[src/rtl/common_pseudo_lru_alloc.sv]
// common_pseudo_lru_alloc
//   Victim allocator for small fully-associative tables. Tracks a valid bit per slot
//   and a heap-ordered tree pseudo-LRU. Each accepted request returns one slot one
//   cycle later. The slot is the lowest-index free slot when one exists, otherwise the
//   PLRU victim (flagged by rsp_evict). Hit touches and frees from the client keep the
//   state current. flush clears everything and blocks new requests.
// Ports
//   clk, resetn             clock, asynchronous active-low reset
//   req_valid / req_ready   allocation handshake (req_ready = !flush)
//   rsp_valid/addr/evict    registered response, one cycle after accept
//   touch_en / touch_addr   hit touch (ignored for free slots)
//   free_en / free_addr     invalidate a slot
//   flush                   synchronous clear of valid bits and tree
//   occupancy, full         registered valid-slot count and occupancy == N
module common_pseudo_lru_alloc #(
    parameter int SUBJECT_COUNT_LOG2 = 5
) (
    input  logic                         clk,
    input  logic                         resetn,
    input  logic                         req_valid,
    output logic                         req_ready,
    output logic                         rsp_valid,
    output logic [SUBJECT_COUNT_LOG2-1:0] rsp_addr,
    output logic                         rsp_evict,
    input  logic                         touch_en,
    input  logic [SUBJECT_COUNT_LOG2-1:0] touch_addr,
    input  logic                         free_en,
    input  logic [SUBJECT_COUNT_LOG2-1:0] free_addr,
    input  logic                         flush,
    output logic [SUBJECT_COUNT_LOG2:0]   occupancy,
    output logic                         full
);
    localparam int L = SUBJECT_COUNT_LOG2;
    localparam int N = 1 << L;

    // Tree nodes 1..N-1 (heap order). Bit 0 = victim lies in the lower-index half.
    logic [N-1:1] r_tree;
    logic [N-1:0] r_valid;
    logic         r_rsp_valid;
    logic [L-1:0] r_rsp_addr;
    logic         r_rsp_evict;
    logic [L:0]   r_occupancy;
    logic         r_full;

    logic         w_accept;
    logic         w_has_free;
    logic [L-1:0] w_free_idx;
    logic [L-1:0] w_pick;
    logic         w_evict;
    logic         w_eff_free;
    logic [N-1:1] w_tree_nxt;
    logic [N-1:0] w_valid_nxt;
    logic [L:0]   w_occ_nxt;

    // Point every node on slot s's root path away from s.
    function automatic logic [N-1:1] f_touch(input logic [N-1:1] t, input logic [L-1:0] s);
        logic [N-1:1] res;
        logic [L:0]   node;
        res  = t;
        node = {{L{1'b0}}, 1'b1};
        for (int lvl = 0; lvl < L; lvl++) begin
            res[node[L-1:0]] = ~s[L-1-lvl];
            node = {node[L-1:0], s[L-1-lvl]};
        end
        return res;
    endfunction

    // Walk from the root following node bits; the leaf index is the low L bits.
    function automatic logic [L-1:0] f_victim(input logic [N-1:1] t);
        logic [L:0] node;
        node = {{L{1'b0}}, 1'b1};
        for (int lvl = 0; lvl < L; lvl++) begin
            node = {node[L-1:0], t[node[L-1:0]]};
        end
        return node[L-1:0];
    endfunction

    always_comb begin
        w_has_free = 1'b0;
        w_free_idx = '0;
        for (int i = N - 1; i >= 0; i--) begin
            if (!r_valid[i]) begin
                w_has_free = 1'b1;
                w_free_idx = L'(i);
            end
        end
    end

    assign req_ready = ~flush;
    assign w_accept  = req_valid & ~flush;
    assign w_pick    = w_has_free ? w_free_idx : f_victim(r_tree);
    assign w_evict   = ~w_has_free;

    // A free aimed at the slot being re-allocated this edge loses to the allocation.
    assign w_eff_free = free_en & r_valid[free_addr] & ~(w_accept & (free_addr == w_pick));

    // Order within one edge: hit touch, then free, then the allocation's update.
    always_comb begin
        w_tree_nxt  = r_tree;
        w_valid_nxt = r_valid;
        if (touch_en && r_valid[touch_addr])
            w_tree_nxt = f_touch(w_tree_nxt, touch_addr);
        if (free_en)
            w_valid_nxt[free_addr] = 1'b0;
        if (w_accept) begin
            w_valid_nxt[w_pick] = 1'b1;
            w_tree_nxt          = f_touch(w_tree_nxt, w_pick);
        end
        if (flush) begin
            w_tree_nxt  = '0;
            w_valid_nxt = '0;
        end
    end

    always_comb begin
        w_occ_nxt = r_occupancy;
        if (flush)
            w_occ_nxt = '0;
        else if ((w_accept && !w_evict) && !w_eff_free)
            w_occ_nxt = r_occupancy + {{L{1'b0}}, 1'b1};
        else if (!(w_accept && !w_evict) && w_eff_free)
            w_occ_nxt = r_occupancy - {{L{1'b0}}, 1'b1};
    end

    always_ff @(posedge clk or negedge resetn) begin
        if (!resetn) begin
            r_tree      <= '0;
            r_valid     <= '0;
            r_rsp_valid <= 1'b0;
            r_rsp_addr  <= '0;
            r_rsp_evict <= 1'b0;
            r_occupancy <= '0;
            r_full      <= 1'b0;
        end else begin
            r_tree      <= w_tree_nxt;
            r_valid     <= w_valid_nxt;
            r_rsp_valid <= w_accept;
            if (w_accept) begin
                r_rsp_addr  <= w_pick;
                r_rsp_evict <= w_evict;
            end
            r_occupancy <= w_occ_nxt;
            // Occupancy never exceeds N, so its MSB alone marks full.
            r_full      <= w_occ_nxt[L];
        end
    end

    assign rsp_valid = r_rsp_valid;
    assign rsp_addr  = r_rsp_addr;
    assign rsp_evict = r_rsp_evict;
    assign occupancy = r_occupancy;
    assign full      = r_full;
endmodule

[config.mk]
export PLATFORM = sky130hd
export DESIGN_NAME = common_pseudo_lru_alloc
export DESIGN_NICKNAME = d
export VERILOG_FILES = /design/src/rtl/common_pseudo_lru_alloc.sv
export SDC_FILE = /design/constraint.sdc
export NUM_CORES = 1
export LEC_CHECK = 0
export ABC_AREA = 1
export ABC_CLOCK_PERIOD_IN_PS = 6650
export CAP_MARGIN = 20
export CORE_UTILIZATION = 50
export CTS_CLUSTER_DIAMETER = 100
export CTS_CLUSTER_SIZE = 24
export DETAILED_ROUTE_END_ITERATION = 16
export PLACE_DENSITY = 0.69
export SKIP_LAST_GASP = 1
export SYNTH_ARGS = -nofsm -noshare
export SYNTH_HDL_FRONTEND = slang
export SYNTH_SLANG_ARGS = --single-unit
[constraint.sdc]
create_clock -name clk -period 6.65 [get_ports clk]
set_input_delay 0.665 -clock clk [delete_from_list [all_inputs] [get_ports clk]]
set_output_delay 0.665 -clock clk [all_outputs]
set_load 0.02 [all_outputs]
==> results.md <==
- Worst Setup EP: full$_DFFE_PN0P_
- Yosys cell types: 47
- Number of diodes: 0
- CP Data Arrival Time: 4990 ps
- Residual DRC count: 0
- Outcome: complete, no violations
- DR pass1 iterations: 6
- Slew Limit Headroom: 0.2503
- Most used DFF post-synth: dfrtp_1
- Startpoint Class: flip-flop
- Synthesized instance count: 764
- Tot GR Track Use: 0.3697
- First-pass GRT wire length: 30,360 um
- Routed wire length: 19,610 um
- Dpl cell area: 0.005553 mm2
- Clock Pin Slew Worst Setup and Hold Paths: 90 ps
- Die Ht: 103.9 um
- Initial antenna violation count: 0
- Fin util: 0.5833
- Inserted Clock Buffers: 9
- Number of global-route vias before repair: 5,452
- Leakage: 2.336 nW
- R2r endpoint: full$_DFFE_PN0P_
- Fin. max-slew vios: 0
- Synth Area in Adders: 0.01349
- Clock skew: 9.589 ps
- PortBufs: 30
- Maxcap violations: 0
- Cts hold-fix bufs: 0
- Setup violators final: 0
- Post-CTS setup buffer count: 0
- Largest net degree at the start of global routing: 77
- Worst path required time: 6920 ps
- Origin of the critical flop-to-flop path: r_valid[11]$_DFF_PN0_
- Fin Setup TNS: 0 ps
- Main combinational cell family by area after synthesis: simple AND/OR/NAND/NOR gates
- Chip Width: 103.9 um
- Dpl hpwl: 14,440 um
- Core footprint: 0.009910 mm2
- CP Max Fanout: 14
- Via count: 5,862
- EDFF count, synth: 0
- Fin crit share: 0.7093
- PD cells: 184.9 mW/mm2
- I/O pin cnt: 31
- Cell total after placement: 904
- Die ar.: 0.01080 mm2
- Minimum clock period: 4717 ps
- Gates resized, CTS repair: 0
- Ys Warns: 0
- Row Count: 36
- HP Class: in -> async
- Most frequent cells in the layout: nand2_1 (156), nor2_1 (110), inv_1 (99)
- Total design power: 1.069 mW
- Proportion of layout cells with a drive suffix above 1: 0.04569
- Global route overflow: 0
- Initial Util: 0.5240
- TritonCTS clock tree: done
- Root Buffer: clkbuf_8
- Fin area: 0.005781 mm2
- Max frequency: 212.0 MHz
- RSZ-0062 raised after global routing: no
- Most common cell after layout, fill and taps aside: nand2_1
- Worst r2r path cells: 27
- Area growth, synth to finish: 11.33%
- Post-DR wirelength/cell: 21.29 um
- Post-synthesis register bit count: 76
- Clk sink count: 76
- Peak VDD IR: 154.9 uV
- CTS max path bufs: 2
- Final Hold Fails: 0
- H-tree depth: 3
- Ys async rst share: 1.000
- Final Wtd Congestion: 1.015
- Final Non-Filler Cells: 921
- Compound-Gate Fraction of Synth Area: 0.2270
- Via density: 6.365
- Final ANT Viol Nets: 0
- Mean post-synth cell area: 6.796 um2
- Post-synthesis mux area share: 0.001928
- Insertion delay to the later sink of the worst-skew pair: 380 ps
- CP Class: reg -> reg
- Sequential cell area fraction in the yosys report: 0.3663
- Final nets: 804
- R2R Setup Slk: 1930 ps
- CP Capture Type: flip-flop
- Post-Synth XOR/XNOR Area: 0.003373
- Post-synthesis simple-gate area fraction: 0.2892
- CP startpoint: r_valid[11]$_DFF_PN0_
- Worst slew pin tran: 1120 ps
- Cell area after synthesis: 0.005192 mm2
- DRT iter0 DRCs: 757
- Syn_nets: 785
[layer usage]
layer  global-route usage  share of wire
met3              0.08960           0.13
met2               0.5633           0.44
met1               0.5061           0.40
met4               0.1469          0.034
met5                    0              0
[synth_stat cells, types with 2 or more instances]
library cell	count	area [um2]
inv_2	4	15.01
ha_1	4	50.05
a211oi_1	7	52.55
nor3_1	25	125.1
nor4_1	2	12.51
o2111ai_1	5	43.79
clkinv_1	2	7.510
nand3_1	43	215.2
o21a_1	2	15.01
buf_2	4	20.02
o31ai_1	3	22.52
nand2_4	4	45.04
a21oi_1	52	260.3
nand2_2	3	18.77
o21ai_0	60	300.3
a221oi_1	3	26.28
clkbuf_1	17	63.81
nand2_1	156	585.6
o311ai_0	2	17.52
o221ai_1	11	96.34
inv_1	99	371.6
a311oi_1	2	17.52
inv_4	2	12.51
o21ai_1	7	35.03
dfrtp_1	76	1902
a22oi_1	8	60.06
o22ai_1	10	62.56
nor2_1	110	412.9
o211ai_1	11	82.58
nand4_1	9	56.30
a31oi_1	5	31.28
[stage by stage]
step | setup slack [ps] | hold slack [ps]
after global placement | 1853 | 492.7
after detailed placement | 1702 | 479.0
after CTS | 2022 | 483.9
after global routing | 1457 | 204.1
final | 1933 | 179.7
after floorplan | 2928 | 369.4
[kinds of logic after synthesis]
family / Yosys count
AND/OR/NAND/NOR: 356
multiplexers: 1
adder cells (fa/ha/maj): 5
AO/OA/AOI/OAI: 193
flip-flops: 76
buffers and inverters: 131
XOR/XNOR: 2
[sequential cells by signal, indices dropped and copies added, names as in the netlist]
| name | flops |
|---|---|
| r_tree | 31 |
| rsp_addr | 5 |
| r_valid | 32 |
| rsp_evict | 1 |
| rsp_valid | 1 |
| full | 1 |
| occupancy | 5 |
[critical path, stage by stage (launching register included)]
cell      delay [ps]
dfrtp_1          440
inv_1            130
nor3_1           260
inv_1             90
nor3_1           400
nand2_1          130
and3_1           180
nand3_1           90
nand2_1          310
inv_1            380
o221ai_1         150
a21oi_1          130
o21ai_0           90
a21oi_1          170
nand3_2          150
nand2_4          110
nand2_4          100
ha_1             370
a21oi_1          170
inv_1             50
a31oi_1          170
nor2_1            80
nor2_1            90
nor2_1            50
nor2_1           120
nand3_1           90
nand3_1           80
nand2_1           50
[power by group]
| group | leakage (nW) | internal [mW] | switching [mW] |
|---|---|---|---|
| Combinational | 1.20 | 0.0661 | 0.137 |
| Sequential | 1.04 | 0.475 | 0.0135 |
| Clock | 0.0958 | 0.175 | 0.202 |
| Total | 2.34 | 0.716 | 0.352 |
[how the worst min path moves through the flow]
stage	end	slack, ps	from
CTS	r_valid[20]$_DFF_PN0_	480	resetn
global placement	rsp_addr[3]$_DFFE_PN0P_	490	rsp_addr[3]$_DFFE_PN0P_
global route	r_tree[3]$_DFF_PN0_	200	resetn
floorplan	full$_DFFE_PN0P_	370	resetn
detailed placement	rsp_addr[2]$_DFFE_PN0P_	480	rsp_addr[2]$_DFFE_PN0P_
finish	r_tree[22]$_DFF_PN0_	180	resetn
[layout make-up]
type | count | area, um2
clock inverters | 7 | 76.32
inverters | 107 | 406.6
multi-input cells | 557 | 2778
well taps | 133 | 166.4
fillers | 980 | 4129
clock buffers | 9 | 123.9
flip-flops and latches | 76 | 1902
repair buffers | 32 | 327.8
Power figures use the tool's default switching activity.
